File: config.mk
export PLATFORM = sky130hd
export DESIGN_NAME = wfg_cfg_loader
export DESIGN_NICKNAME = d
export VERILOG_FILES = /design/src/rtl/wfg_cfg_loader.sv
export SDC_FILE = /design/constraint.sdc
export NUM_CORES = 1
export LEC_CHECK = 0
export BUFFER_PORTS_ARGS = -buffer_cell sky130_fd_sc_hd__buf_2
export CAP_MARGIN = 10
export CELL_PAD_IN_SITES_DETAIL_PLACEMENT = 1
export CELL_PAD_IN_SITES_GLOBAL_PLACEMENT = 1
export CORE_ASPECT_RATIO = 1.75
export CORE_MARGIN = 8
export CORE_UTILIZATION = 40
export CTS_CLUSTER_SIZE = 12
export DETAILED_ROUTE_END_ITERATION = 7
export PLACE_DENSITY_LB_ADDON = 0.3
export RECOVER_POWER = 50
export SYNTH_ARGS = -nofsm -noshare
export SYNTH_HDL_FRONTEND = slang
export SYNTH_SLANG_ARGS = --single-unit
File: constraint.sdc
create_clock -name wb_clk_i -period 5.9 [get_ports wb_clk_i]
set_clock_uncertainty 0.05 [all_clocks]
set_input_delay 1.18 -clock wb_clk_i [delete_from_list [all_inputs] [get_ports wb_clk_i]]
set_output_delay 1.18 -clock wb_clk_i [all_outputs]
set_load 0.02 [all_outputs]
File: src/rtl/wfg_cfg_loader.sv
// Boot-time Wishbone configuration sequencer: walks (address, data) pairs from a table memory into the generator.
// Optional readback-verify of each write is compiled in with WFG_CFG_LOADER_READBACK_EN.
module wfg_cfg_loader #(
  parameter int BUSW    = 32,
  parameter int AW      = 10,
  parameter int TIMEOUT = 16
) (
  input  logic            wb_clk_i,
  input  logic            wb_rst_ni,
  input  logic            start_i,
  input  logic [AW-1:0]   base_addr_i,
  output logic            busy_o,
  output logic            done_o,
  output logic            err_o,
  output logic [1:0]      err_code_o,
  output logic [AW-1:0]   words_o,
  output logic            csb_o,
  output logic [AW-1:0]   addr_o,
  input  logic [31:0]     dout_i,
  output logic            wbm_cyc_o,
  output logic            wbm_stb_o,
  output logic            wbm_we_o,
  output logic [BUSW-1:0] wbm_adr_o,
  output logic [BUSW-1:0] wbm_dat_o,
  input  logic [BUSW-1:0] wbm_dat_i,
  input  logic            wbm_ack_i
);

  localparam int CW = $clog2(TIMEOUT);
  localparam logic [AW-1:0] PTR_MAX = {AW{1'b1}};

  typedef enum logic [2:0] {
    ST_IDLE    = 3'd0,
    ST_FETCH_A = 3'd1,
    ST_WAIT_A  = 3'd2,
    ST_FETCH_D = 3'd3,
    ST_WAIT_D  = 3'd4,
    ST_WB_WR   = 3'd5,
    ST_WB_RD   = 3'd6,
    ST_DONE    = 3'd7
  } state_t;

  state_t          state_r;
  logic [AW-1:0]   ptr_r;
  logic [AW-1:0]   addr_r;
  logic [AW-1:0]   words_r;
  logic [BUSW-1:0] adr_q_r;
  logic [BUSW-1:0] wbm_adr_r;
  logic [BUSW-1:0] wbm_dat_r;
  logic [CW-1:0]   tmo_cnt_r;
  logic [1:0]      err_code_r;
  logic            ovf_r;
  logic            busy_r;
  logic            done_r;
  logic            err_r;
  logic            csb_r;
  logic            cyc_r;
  logic            stb_r;
  logic            we_r;

  logic [BUSW-1:0] rd_word_s;
  logic            null_page_s;
  logic            timeout_s;

  assign rd_word_s   = BUSW'(dout_i);
  assign null_page_s = (rd_word_s[BUSW-1:4] == '0);
  assign timeout_s   = (tmo_cnt_r == CW'(TIMEOUT - 1));

`ifdef WFG_CFG_LOADER_READBACK_EN
  logic [BUSW-1:0] dat_q_r;
`else
  logic unused_rd_s;
  assign unused_rd_s = ^wbm_dat_i;
`endif

  // Sequencer FSM; every output is registered and updated on the transition into the state that drives it.
  always_ff @(posedge wb_clk_i) begin
    if (!wb_rst_ni) begin
      state_r    <= ST_IDLE;
      ptr_r      <= '0;
      addr_r     <= '0;
      words_r    <= '0;
      adr_q_r    <= '0;
      wbm_adr_r  <= '0;
      wbm_dat_r  <= '0;
      tmo_cnt_r  <= '0;
      err_code_r <= 2'd0;
      ovf_r      <= 1'b0;
      busy_r     <= 1'b0;
      done_r     <= 1'b0;
      err_r      <= 1'b0;
      csb_r      <= 1'b1;
      cyc_r      <= 1'b0;
      stb_r      <= 1'b0;
      we_r       <= 1'b0;
`ifdef WFG_CFG_LOADER_READBACK_EN
      dat_q_r    <= '0;
`endif
    end else begin
      case (state_r)
        ST_IDLE: begin
          done_r <= 1'b0;
          if (start_i) begin
            ptr_r      <= base_addr_i;
            addr_r     <= base_addr_i;
            csb_r      <= 1'b0;
            busy_r     <= 1'b1;
            err_r      <= 1'b0;
            err_code_r <= 2'd0;
            words_r    <= '0;
            ovf_r      <= 1'b0;
            state_r    <= ST_FETCH_A;
          end else begin
            state_r <= ST_IDLE;
          end
        end
        ST_FETCH_A: begin
          csb_r   <= 1'b1;
          state_r <= ST_WAIT_A;
        end
        ST_WAIT_A: begin
          adr_q_r <= rd_word_s;
          if (null_page_s) begin
            done_r  <= 1'b1;
            state_r <= ST_DONE;
          end else if (ptr_r == PTR_MAX) begin
            err_r      <= 1'b1;
            err_code_r <= 2'd2;
            done_r     <= 1'b1;
            state_r    <= ST_DONE;
          end else begin
            ptr_r   <= ptr_r + AW'(1);
            addr_r  <= ptr_r + AW'(1);
            csb_r   <= 1'b0;
            state_r <= ST_FETCH_D;
          end
        end
        ST_FETCH_D: begin
          csb_r   <= 1'b1;
          state_r <= ST_WAIT_D;
        end
        ST_WAIT_D: begin
          // A data word at the last table slot wraps the pointer; the write still goes out.
          ovf_r     <= (ptr_r == PTR_MAX);
          ptr_r     <= ptr_r + AW'(1);
          wbm_adr_r <= adr_q_r;
          wbm_dat_r <= rd_word_s;
          cyc_r     <= 1'b1;
          stb_r     <= 1'b1;
          we_r      <= 1'b1;
          tmo_cnt_r <= '0;
          state_r   <= ST_WB_WR;
`ifdef WFG_CFG_LOADER_READBACK_EN
          dat_q_r   <= rd_word_s;
`endif
        end
        ST_WB_WR: begin
          if (wbm_ack_i) begin
            words_r   <= words_r + AW'(1);
            tmo_cnt_r <= '0;
            if (ovf_r) begin
              cyc_r      <= 1'b0;
              stb_r      <= 1'b0;
              we_r       <= 1'b0;
              err_r      <= 1'b1;
              err_code_r <= 2'd2;
              done_r     <= 1'b1;
              state_r    <= ST_DONE;
            end else begin
`ifdef WFG_CFG_LOADER_READBACK_EN
              we_r    <= 1'b0;
              state_r <= ST_WB_RD;
`else
              cyc_r   <= 1'b0;
              stb_r   <= 1'b0;
              we_r    <= 1'b0;
              addr_r  <= ptr_r;
              csb_r   <= 1'b0;
              state_r <= ST_FETCH_A;
`endif
            end
          end else if (timeout_s) begin
            cyc_r      <= 1'b0;
            stb_r      <= 1'b0;
            we_r       <= 1'b0;
            err_r      <= 1'b1;
            err_code_r <= 2'd1;
            done_r     <= 1'b1;
            state_r    <= ST_DONE;
          end else begin
            tmo_cnt_r <= tmo_cnt_r + CW'(1);
          end
        end
`ifdef WFG_CFG_LOADER_READBACK_EN
        ST_WB_RD: begin
          if (wbm_ack_i) begin
            cyc_r     <= 1'b0;
            stb_r     <= 1'b0;
            tmo_cnt_r <= '0;
            if (wbm_dat_i != dat_q_r) begin
              err_r      <= 1'b1;
              err_code_r <= 2'd3;
              done_r     <= 1'b1;
              state_r    <= ST_DONE;
            end else begin
              addr_r  <= ptr_r;
              csb_r   <= 1'b0;
              state_r <= ST_FETCH_A;
            end
          end else if (timeout_s) begin
            cyc_r      <= 1'b0;
            stb_r      <= 1'b0;
            err_r      <= 1'b1;
            err_code_r <= 2'd1;
            done_r     <= 1'b1;
            state_r    <= ST_DONE;
          end else begin
            tmo_cnt_r <= tmo_cnt_r + CW'(1);
          end
        end
`endif
        ST_DONE: begin
          done_r  <= 1'b0;
          busy_r  <= 1'b0;
          state_r <= ST_IDLE;
        end
        default: begin
          cyc_r   <= 1'b0;
          stb_r   <= 1'b0;
          we_r    <= 1'b0;
          csb_r   <= 1'b1;
          done_r  <= 1'b0;
          busy_r  <= 1'b0;
          state_r <= ST_IDLE;
        end
      endcase
    end
  end

  assign busy_o     = busy_r;
  assign done_o     = done_r;
  assign err_o      = err_r;
  assign err_code_o = err_code_r;
  assign words_o    = words_r;
  assign csb_o      = csb_r;
  assign addr_o     = addr_r;
  assign wbm_cyc_o  = cyc_r;
  assign wbm_stb_o  = stb_r;
  assign wbm_we_o   = we_r;
  assign wbm_adr_o  = wbm_adr_r;
  assign wbm_dat_o  = wbm_dat_r;

endmodule

==> flow_metrics.py <==
metrics = {
    "detailed_routing": {
        "routed_wirelength_um": 19300,
        "ant_nets": 0,
        "routed_length_per_placed_instance_um": 18.2,
        "detailroute.via_count": 5872,
        "viasPerCell": 5.54,
        "route.detailed.drc": 0,
        "detail_route.iter0.violations": 219,
        "drt_pass1_iterations": 4,
    },
    "sta": {
        "final.setup.worst_slack_ns": 1.72,
        "tightest_slew_ns": 1.99,
        "final-setup-viol-count": 0,
        "timing_hold_violations_final": 0,
        "rsz0062_at_grt": "false",
        "fmaxAchievable_mhz": 239,
        "fin_tns_setup_ns": 0,
        "min_clock_period_post_route_ns": 4.18,
        "max_slew_margin_pct": -33.5,
        "finalMaxSlewViolations": 55,
        "final_min_period_over_clock_period_pct": 70.9,
    },
    "placed_design": {
        "buffers_added_on_ports": 138,
        "dpl.hpwl_um": 13500,
        "dp_cells": 1029,
        "placer_congestion": 0.872,
        "dp_worst_setup_slack_ns": 2.51,
    },
    "floorplanning": {
        "core.rowCount": 59,
        "floorplan.die.height_um": 178,
        "design.die.area_mm2": 0.0193,
        "floorplan.initialDensity_pct": 40.5,
        "core_area_mm2": 0.0148,
        "die_width_um": 108,
        "num_io_pins": 171,
    },
    "run": {
        "cap_violations": 1,
    },
    "synth": {
        "yosys.area_share.xor_xnor_pct": 1.17,
        "synth.largest_area_cell": "dfxtp_1",
        "synth-edff-count": 0,
        "netlist_area_mm2": 0.00598,
        "ys_seq_area_share_pct": 47.2,
        "post_synthesis_net_count": 844,
        "dominantRegCellSynth": "dfxtp_1",
        "synth_top_family_by_area": "simple AND/OR/NAND/NOR gates",
        "postSynthCellCount": 763,
        "yosys-mux-area-fraction_pct": 0.858,
        "number_of_unique_standard_cell_types_used_by_synthesis": 61,
        "synth.avg_cell_area_um2": 7.84,
        "synth-compound-area-share_pct": 21.3,
        "post_synth_fa_ha_maj_area_fraction_pct": 0.628,
        "post-synth-top-area-fraction_pct": 47.2,
        "synth_async_sr_flop_share_pct": 0,
        "ys_seq_elements": 141,
        "synth_simple_gate_area_share_pct": 24.1,
        "synth-warning-count": 0,
        "synth_top_cells_by_area": "dfxtp_1 47%, nand2_1 13%, a21oi_1 10%",
    },
    "outcome": {
        "run_status": "complete, but fails checks",
        "violations": "max-capacitance violations, max-slew violations",
    },
    "setup_path": {
        "worstSetupPathType": "in2reg",
        "rrSetupSlack_ns": 2.79,
        "maximum_fanout_count_along_the_critical_path": 69,
        "endpoint_kind": "flip-flop",
        "cp_data_required_time_ns": 6.18,
        "timing.critical_path.arrival_ns": 4.46,
        "timing.critical_path.slowest_stage_cell": "clkinvlp_2",
        "worst_setup_path_start_kind": "input pin",
        "slowest_delay_ns": 1.68,
        "cp_cell_sequence": "buf_2 -> clkinvlp_2 -> buf_4 -> a21oi_1",
    },
    "cts": {
        "cts_resized": 0,
        "holdBufCountCts": 0,
        "cts.htree.levels": 4,
        "tritoncts": "done",
        "cts.reportedPaths.clkPinSlew_ns": 0.06,
        "cts_inserted_buffers": 17,
        "clk_path_buf_depth": 2,
        "cts.root.buffer_cell": "clkbuf_16",
        "skew_pair_late_insertion_delay_ns": 0.41,
        "cts_sinks": 141,
        "post_cts_buffers": 0,
    },
    "global_route": {
        "antenna_found_initial": 0,
        "grt_pass1_vias": 6317,
        "grt_max_degree": 70,
        "globalRouteTotalUtil_pct": 20.3,
        "total_congestion_overflow": 0,
        "grt_first_pass_wirelength_um": 31300,
    },
    "finish": {
        "non_filler_instance_count_after_layout": 1060,
        "drive_gt1_share_pct": 11.2,
        "num-nets-final": 946,
        "areaGrowthSynthToFinish_pct": 20.6,
        "diodes_inserted": 0,
    },
    "power_and_ir_drop": {
        "vdd.ir_drop.worst_mv": 0.175,
        "static-leakage-power_nw": 2.52,
        "power.density_mw_per_mm2": 351,
    },
    "min_path": {
        "worstHoldPathType": "reg2reg",
    },
}
path summary, 6_finish.rpt:
check | from | end | cells past startpoint
worst min-delay path | adr_q_r[21]$_SDFFE_PN0P_ | wbm_adr_o[21]$_SDFFE_PN0P_ | 2
worst max-delay path | wb_rst_ni | wbm_adr_o[9]$_SDFFE_PN0P_ | 4
worst max register to register | state_r[1]$_SDFFE_PN0N_ | ptr_r[3]$_SDFFE_PN0P_ | 5
worst min register to register | adr_q_r[21]$_SDFFE_PN0P_ | wbm_adr_o[21]$_SDFFE_PN0P_ | 2
Yosys cell counts (all sizes together) (4+ instances only):
cell,count
a211oi,6
a21oi,125
a221oi,4
and2,4
and3,4
buf,23
clkbuf,38
dfxtp,141
inv,5
mux2i,4
nand2,214
nand2b,7
nand3,18
nand4,7
nor2,33
nor3,10
nor3b,4
nor4,13
o211ai,7
o21ai,29
o31ai,9
xor2,7
flip-flops by register name, indices dropped and copies added (netlist names):
register,count
tmo_cnt_r,4
err_o,1
wbm_dat_o,32
state_r,3
ovf_r,1
done_o,1
adr_q_r,32
busy_o,1
words_o,10
ptr_r,10
err_code_o,2
wbm_we_o,1
addr_o,10
wbm_adr_o,32
csb_o,1
worst max-delay path: cells and delay by family:
family / cells / cell delay [ns]
compound gates: 1 / 0.25
buf+inv: 3 / 3.01
layout make-up:
cell class,count,area [um2]
inverters,5,20.0
flip-flops and latches,141,2820
well taps,183,229
fillers,1857,7550
multi-input cells,556,2890
clock buffers,17,425
repair buffers,144,617
clock inverters,14,208
where the power goes:
| group | total [W] | internal (W) | switching (W) |
|---|---|---|---|
| clock | 0.00116 | 0.000717 | 0.000441 |
| combinational | 0.000316 | 0.000104 | 0.000212 |
| sequential | 0.00106 | 0.00100 | 0.0000528 |
layer usage:
layer	GRT usage, %	part of all wire, %	wire, um	vias up
met5	0	0	0	-
met4	8.55	2.3	449	0
met3	4.00	4.7	907	32
met2	38.6	55	10600	150
met1	20.6	38	7410	2852
li1	-	-	-	2838
per-stage QoR:
stage	cell area (um2)	total power [W]	hold slack, ns	utilization (%)
finish	7210	0.00253	0.401	48.8
global route	7210	0.00263	0.421	48.8
CTS	7330	0.00256	0.402	49.7
detailed placement	6700	0.00140	0.394	45.4
global placement	6700	0.00138	0.389	45.4
floorplan	5980	0.00129	0.382	-
layout by cell type, fill, tap and decap left out, types with 4 or more instances in the layout:
| master | n |
|---|---|
| nand2_1 | 214 |
| clkbuf_16 | 17 |
| nand4_1 | 6 |
| xor2_1 | 7 |
| inv_6 | 6 |
| o31ai_1 | 9 |
| a21oi_1 | 125 |
| nor4_1 | 13 |
| o21ai_0 | 29 |
| bufinv_16 | 4 |
| inv_1 | 4 |
| a211oi_2 | 4 |
| and3_1 | 4 |
| buf_4 | 6 |
| nand2b_1 | 7 |
| buf_2 | 43 |
| o211ai_1 | 7 |
| nor2_1 | 33 |
| a221oi_1 | 4 |
| nand3_1 | 18 |
| dfxtp_1 | 141 |
| clkbuf_1 | 95 |
| mux2i_1 | 4 |
| nor3_1 | 10 |
logic make-up (layout without fill, tap and decap cells):
logic type	after synthesis	count (layout)
mux	5	5
fa+ha+maj	3	3
simple gates	328	328
buf+inv	66	180
compound gates	212	212
xor+xnor	8	8
flops	141	141
No activity file was read; power rests on OpenSTA's default activity.
